--- config.mk ---
export PLATFORM = sky130hd
export DESIGN_NAME = neuron_config_loader
export DESIGN_NICKNAME = d
export VERILOG_FILES = /design/src/rtl/neuron_config_loader_pkg.sv /design/src/rtl/neuron_config_loader.sv
export SDC_FILE = /design/constraint.sdc
export NUM_CORES = 1
export LEC_CHECK = 0
export CAP_MARGIN = 10
export CORE_AREA = 2 2 117 119
export CTS_CLUSTER_DIAMETER = 50
export DETAILED_ROUTE_END_ITERATION = 8
export DIE_AREA = 0 0 119 121
export PLACE_DENSITY = 0.67
export SLEW_MARGIN = 20
export SYNTH_ARGS = -nofsm -noshare
export SYNTH_HDL_FRONTEND = slang
export SYNTH_SLANG_ARGS = --single-unit
--- constraint.sdc ---
create_clock -name clk -period 6.69 [get_ports clk]
set_input_delay 2.007 -clock clk [delete_from_list [all_inputs] [get_ports clk]]
set_output_delay 2.007 -clock clk [all_outputs]
set_load 0.05 [all_outputs]
--- src/rtl/neuron_config_loader_pkg.sv ---
// Shared definitions for the neuron configuration loader.
// Holds the configuration word width and the loader FSM state encoding.
package neuron_config_loader_pkg;

  localparam int cfgWordWidth = 32;

  // Loader FSM states
  localparam logic [1:0] IDLE   = 2'd0;
  localparam logic [1:0] WEIGHT = 2'd1;
  localparam logic [1:0] BIAS   = 2'd2;
  localparam logic [1:0] DONE   = 2'd3;

endpackage

--- src/rtl/neuron_config_loader.sv ---
// neuron_config_loader: initiator for the neuron weight/bias configuration bus.
// Takes a flat stream of words over a valid/ready handshake and issues each one
// as a weight or bias write strobe tagged with its target layer and neuron,
// walking every weight of every neuron of every layer in order.
//
// Ports:
//   clk               - clock
//   rst               - synchronous active-low reset
//   start             - single-cycle request to begin a full load (IDLE only)
//   s_data / s_valid  - host word and its valid
//   s_ready           - loader accepts a word this cycle (WEIGHT or BIAS)
//   weightValid/Value - one-cycle weight strobe and registered weight word
//   biasValid/Value   - one-cycle bias strobe and registered bias word
//   config_layer_num  - target layer of the current strobe, zero-extended
//   config_neuron_num - target neuron of the current strobe, zero-extended
//   busy              - load in progress
//   done              - one-cycle pulse together with the final bias strobe
module neuron_config_loader
  import neuron_config_loader_pkg::*;
#(
  parameter int                      numLayers    = 4,
  parameter logic [8*numLayers-1:0]  layerNeurons = {8'd10, 8'd10, 8'd30, 8'd30},
  parameter logic [16*numLayers-1:0] layerWeights = {16'd10, 16'd30, 16'd30, 16'd784}
) (
  input  logic                    clk,
  input  logic                    rst,
  input  logic                    start,
  input  logic [cfgWordWidth-1:0] s_data,
  input  logic                    s_valid,
  output logic                    s_ready,
  output logic                    weightValid,
  output logic                    biasValid,
  output logic [cfgWordWidth-1:0] weightValue,
  output logic [cfgWordWidth-1:0] biasValue,
  output logic [31:0]             config_layer_num,
  output logic [31:0]             config_neuron_num,
  output logic                    busy,
  output logic                    done
);

  localparam logic [2:0] LAST_LAYER = 3'(numLayers - 1);

  logic [1:0]  state;
  logic [15:0] w;
  logic [7:0]  n;
  logic [2:0]  l;
  logic [15:0] w_last;
  logic [7:0]  n_last;
  logic        accept;

  // Per-layer limits selected from the packed parameters by the layer counter.
  always_comb begin
    w_last = 16'(layerWeights >> {l, 4'b0000}) - 16'd1;
    n_last = 8'(layerNeurons >> {l, 3'b000}) - 8'd1;
  end

  assign s_ready = (state == WEIGHT) || (state == BIAS);
  assign accept  = s_valid && s_ready;
  assign busy    = (state != IDLE);
  assign done    = (state == DONE);

  always_ff @(posedge clk) begin
    if (!rst) begin
      state             <= IDLE;
      w                 <= '0;
      n                 <= '0;
      l                 <= '0;
      weightValid       <= 1'b0;
      biasValid         <= 1'b0;
      weightValue       <= '0;
      biasValue         <= '0;
      config_layer_num  <= '0;
      config_neuron_num <= '0;
    end else begin
      weightValid <= 1'b0;
      biasValid   <= 1'b0;
      // Layer/neuron numbers are captured with the word so they change in the
      // same cycle as the strobe that qualifies them.
      if (accept) begin
        config_layer_num  <= 32'(l);
        config_neuron_num <= 32'(n);
      end
      case (state)
        IDLE: begin
          if (start) begin
            state <= WEIGHT;
            w     <= '0;
            n     <= '0;
            l     <= '0;
          end
        end
        WEIGHT: begin
          if (accept) begin
            weightValid <= 1'b1;
            weightValue <= s_data;
            if (w == w_last) begin
              w     <= '0;
              state <= BIAS;
            end else begin
              w <= w + 16'd1;
            end
          end
        end
        BIAS: begin
          if (accept) begin
            biasValid <= 1'b1;
            biasValue <= s_data;
            if (n != n_last) begin
              n     <= n + 8'd1;
              state <= WEIGHT;
            end else if (l != LAST_LAYER) begin
              n     <= '0;
              l     <= l + 3'd1;
              state <= WEIGHT;
            end else begin
              state <= DONE;
            end
          end
        end
        DONE:    state <= IDLE;
        default: state <= IDLE;
      endcase
    end
  end

endmodule
* After elaboration in Yosys (flattened, before gate mapping)
Index checks and enable logic that the tools add are counted.
** Cells by class
- Shifts and indexed selects :: 2
- Reductions and logical operators :: 14
- Mux-type cells :: 22
- Equality and inequality tests :: 13
- Add/sub/neg operators :: 5
** Operator list (number)
- $shr 52x7->16 const A :: 1
- $mux 16 :: 3
- $mux 8 :: 4
- $pmux 16 s2 :: 1
- $shr 28x6->8 const A :: 1
- $add 16x1->16 const B :: 1
- $eq 16x16->1 :: 1
- $pmux 8 s2 :: 1
- $sub 16x1->16 const B :: 1
- $mux 2 :: 6
- $mux 3 :: 4
- $add 8x1->8 const B :: 1
- $ne 2x2->1 const B :: 4
- $ne 8x8->1 :: 1
- $pmux 2 s4 :: 1
- $reduce_and 2->1 :: 4
- $reduce_and 4->1 :: 2
- $sub 8x1->8 const B :: 1
- $pmux 3 s2 :: 1
- $reduce_bool 2->1 :: 3
- $reduce_and 5->1 :: 1
- $eq 2x2->1 const B :: 2
- $ne 2x1->1 const B :: 2
- $add 3x1->3 const B :: 1
- 8 further kinds :: 8
** Storage, ports and cells
- Input bits :: 36
- Bits in registers :: 106
- Word-level logic and storage cells :: 66
- Output and inout bits :: 133

* Longest topological paths before layout
- Word-level depth :: 6
- Mapped depth :: 14
- Mapped depth without buffers :: 13

* Least setup slack after synthesis
OpenSTA, ideal clock, no wires.
- Path type :: input -> register
- From :: input port s_valid
- To :: register w[14]
- Library setup time :: 0.115 ns
- Buffers on the path :: 3
- Stages on the path :: 10
- Required time :: 6.575 ns
- Arrival :: 3.373 ns
- Slack :: 3.203 ns
- Cells stage by stage :: and3_1 -> clkbuf_1 -> o21a_1 -> buf_6 -> nand3_1 -> or2_2 -> clkbuf_1 -> nor2_1 -> xnor2_1 -> nor2_1
** Between the ends
- Word-level cells in the longest chain between the ends :: 3
** RTL lines
- start, declared :: RTL line neuron_config_loader.sv:29 : input logic s_valid,
- $logic_and 1x1->1 :: RTL line neuron_config_loader.sv:58 : assign accept = s_valid && s_ready;
- $ne 2x2->1 (no line)
- $reduce_and 3->1 (no line)
- end signal, assigned :: RTL line neuron_config_loader.sv:100 : w <= w + 16'd1;
- end, declared :: RTL line neuron_config_loader.sv:44 : logic [15:0] w;
Every way passes these cells.
A chain may end at the register's enable or synchronous reset.

* Worst setup path in the final report
- From :: input port s_valid
- To :: register w[9]
The elaborated chain is that of the path after synthesis.

==> results by group <==
Drt
  • Detailed Route Iter0 Violations: ~220
  • Final wirelength: 11730 microns
  • 1st-pass router iterations: 4
  • Via count: a little over 4000
  • Post-route ant nets: 0
  • Drt drc: 0
  • Routed WL per cell: around 13 microns
  • Via/cell ratio: approximately 4.7

Logic synthesis
  • Top cell type's share of synthesized area: a little over two fifths
  • Post-synth top area cell: dfxtp_1
  • Async SR Flop Fraction: 0%
  • Number of synthesized register bits: 106
  • Post-synth EDFFs: 0
  • Synth cell types: 49
  • Post-synthesis sequential area ratio: 43.64%
  • Synth top area cells: dfxtp_1 (44%), nand2_1 (13%), a21oi_1 (8.6%)
  • Top_reg_cell synth: dfxtp_1
  • Average instance area after synthesis: roughly 8 sq um
  • Ys Warns: 0
  • Post-Syn Area: 4862 sq um
  • Cells after synthesis: just over 600

Final layout
  • Final Non-Filler Cells: 884
  • Final core utilization: between 40% and 50%
  • P&R area growth vs syn: 28.15%
  • Final Net Count: between 700 and 800
  • Ant diodes: 0
  • Layout cell share with drive strength beyond 1: 4.661%

Timing
  • # setup viols final: 0
  • Fmax achieved: roughly 240 MHz
  • Slew Limit Headroom: between 40% and 50%
  • Fin. Hold Viols: 0
  • Fin Setup TNS: 0 ns
  • Worst slew pin tran: 0.8396 ns
  • Fin crit share: 61.21%
  • Final Skew: between 0.006 and 0.007 ns
  • RSZ-0062 raised after global routing: false
  • Slew Viols, Final: 0
  • Crit path time final: roughly 4 ns

Status
  • Run status: finished, final reports clean

Power
  • Switching pwr: about 730 uW
  • Pwr dens: roughly 300 nW/um^2
  • Leakage: about 0.0022 uW
  • Reg power frac: ~38%
  • Max VDD drop: 0.1595 mV
  • Sw Ratio: between 30% and 40%
  • Comb pwr share: ~33%
  • Clock Power Share: slightly below 30%
  • Cell-internal power: approximately 1200 uW

Clocking
  • # resized after CTS: 0
  • Postcts setup bufs: 0
  • Clock Latency Late Sink: between 0.3 and 0.4 ns
  • Max clock buf depth: 2
  • Total CTS buffers: 9
  • CTS tree: done
  • CTS sink count: between 100 and 150
  • Reg clk slew, reported paths: 0.07 ns
  • Clock root cell: clkbuf_16
  • CTS H-tree depth: 3
  • # hold bufs at CTS: 0

GRT
  • M2 GR Usage: a little over a quarter
  • Vias in the first global route: about 3800
  • Largest net degree at the start of global routing: a little over 80
  • First-pass GRT wire length: around 18000 microns
  • Met1 usage: about a fifth
  • M3 GR Usage: roughly 3.8%
  • Initial antenna violation count: 0
  • GRT Overall Usage: between 10% and 20%
  • Most Used Layer, Global Route: met2
  • Grt total ovfl: 0

Placed design
  • Port buffer count: between 100 and 150
  • Inst Count DP: 868
  • Gpl congestion: roughly 0.86
  • DP Wirelength: 8197 microns

Critical path
  • WP buf/inv: 2
  • CP dominant cell by count: nand4_1
  • Crit path DAT: approximately 4.3 ns
  • Crit path capture type: flop
  • CP Cell Sequence: clkdlybuf4s50_1 > and3_1 > buf_4 > o21a_1 > nand4_1 > nor2_1 > nand4_1 > xor2_1 > nor2_2
  • Kind of critical path: input port to flop
  • Crit path max fanout: 33
  • Critical path's top delay family: buffers and inverters
  • Worst setup SP type: input port
  • Slowest stage delay, CP: roughly 0.56 ns
  • Worst Path Required: between 6 and 7 ns
  • Slowest-stage cell, CP: clkdlybuf4s50_1

Floorplan
  • Die H: about 120 microns
  • IO Pins: 169
  • Num rows: 42
  • Die W: 119 microns
  • Die area: 14400 sq um
  • Initial Util: 37.16%
  • CORE AREA: about 13000 sq um

Flow run
  • Max Cap Viol: 0

Hold path
  • Hold crit path type: flop to flop
-- cells in the mapped netlist (2+ instances only) --
cell type and count:
a41oi_1 3, nor2_1 36, nand4_1 12, and2_1 5, and3_1 5, xnor2_1 11
buf_4 54, o2111ai_1 2, clkbuf_1 27, xor2_1 17, nand2b_1 3, o21ai_0 4
mux2i_1 2, buf_6 2, dfxtp_1 106, nand2_1 163, inv_2 2, nor3_1 2
ha_1 16, or4_1 2, nand3_1 6, nor4_1 3, a21oi_1 84, inv_1 13
a311oi_1 2
-- power by group through the flow --
stage	clock, uW	combinational [uW]	sequential, uW
after floorplan	0	361	846
after global placement	0	608	724
after detailed placement	0	617	726
after CTS	565	619	712
after global routing	588	656	719
final	550	615	712
-- metal layers --
layer	share of wire, %	routed length (microns)
met2	49	5784
met3	5.4	636
met1	43	5012
met4	2.6	301
met5	0	0
-- sequential cells by signal, summed over array words and instances (netlist names) --
name and count:
biasValue 32, weightValue 32, w 16, config_neuron_num 8, n 8, config_layer_num 3, l 3, state 2
biasValid 1, weightValid 1
-- area by class of cell --
class,count,area [sq um]
clock buffer,10,239.0
clock inverter,6,75.07
fill,1256,6854
inverter,15,56.30
multi-input combinational,453,2345
sequential,106,2122
tap,176,220.2
timing repair buffer,118,1174
-- stage by stage --
step / hold slack, ns / worst slack (ns) / area [sq um] / power (uW)
after floorplan: 0.4493 / 3.203 / 5057 / 1207
after global placement: 0.4411 / 2.345 / 5912 / 1332
after detailed placement: 0.4458 / 2.233 / 5914 / 1343
after CTS: 0.4555 / 2.587 / 6228 / 1896
after global routing: 0.4744 / 2.405 / 6231 / 1962
final: 0.4520 / 2.595 / 6231 / 1878
-- logic make-up (layout without fill, tap and decap cells) --
kind of cell / Yosys count / in the layout / share of synthesized area (%)
and+or+nand+nor: 249 / 249 / 22.11
DFF: 106 / 106 / 43.64
AOI/OAI and AO/OA: 104 / 104 / 12.04
buffers and inverters: 99 / 149 / 12.25
xor gates and xnor gates: 28 / 28 / 5.044
adders and majority gates: 16 / 16 / 4.117
muxes: 3 / 3 / 0.7205
other: 1 / 53 / 0.07713
-- path summary, 6_finish.rpt --
check / startpoint / endpoint / slack, ns / depth (start not counted)
setup / recovery: s_valid / w[9] / 2.60 / 9
hold / removal: biasValue[11] / biasValue[11] / 0.45 / 2
setup reg to reg: l[1] / w[10] / 3.27 / 13
hold reg to reg: biasValue[11] / biasValue[11] / 0.45 / 2
-- placed cells by master (no fill, tap or decap), types with 3 or more instances in the layout --
cell,instances
conb_1,53
nand2b_1,3
a41oi_1,3
xor2_1,17
and2_1,5
nor4_1,3
inv_1,13
o21ai_0,4
xnor2_1,11
nand4_1,12
a21oi_1,84
clkdlybuf4s50_1,115
nand3_1,6
nor2_1,36
clkbuf_16,9
buf_4,3
ha_1,16
dfxtp_1,106
nand2_1,161
and3_1,5
-- worst register-to-register path, delay by kind of cell (launching register included) --
kind | cells | cell delay (ns)
DFF | 1 | 0.38
and+or+nand+nor | 5 | 0.97
AOI/OAI and AO/OA | 2 | 0.77
muxes | 1 | 0.32
adders and majority gates | 3 | 0.69
buffers and inverters | 2 | 0.19
Power figures use the tool's default switching activity.
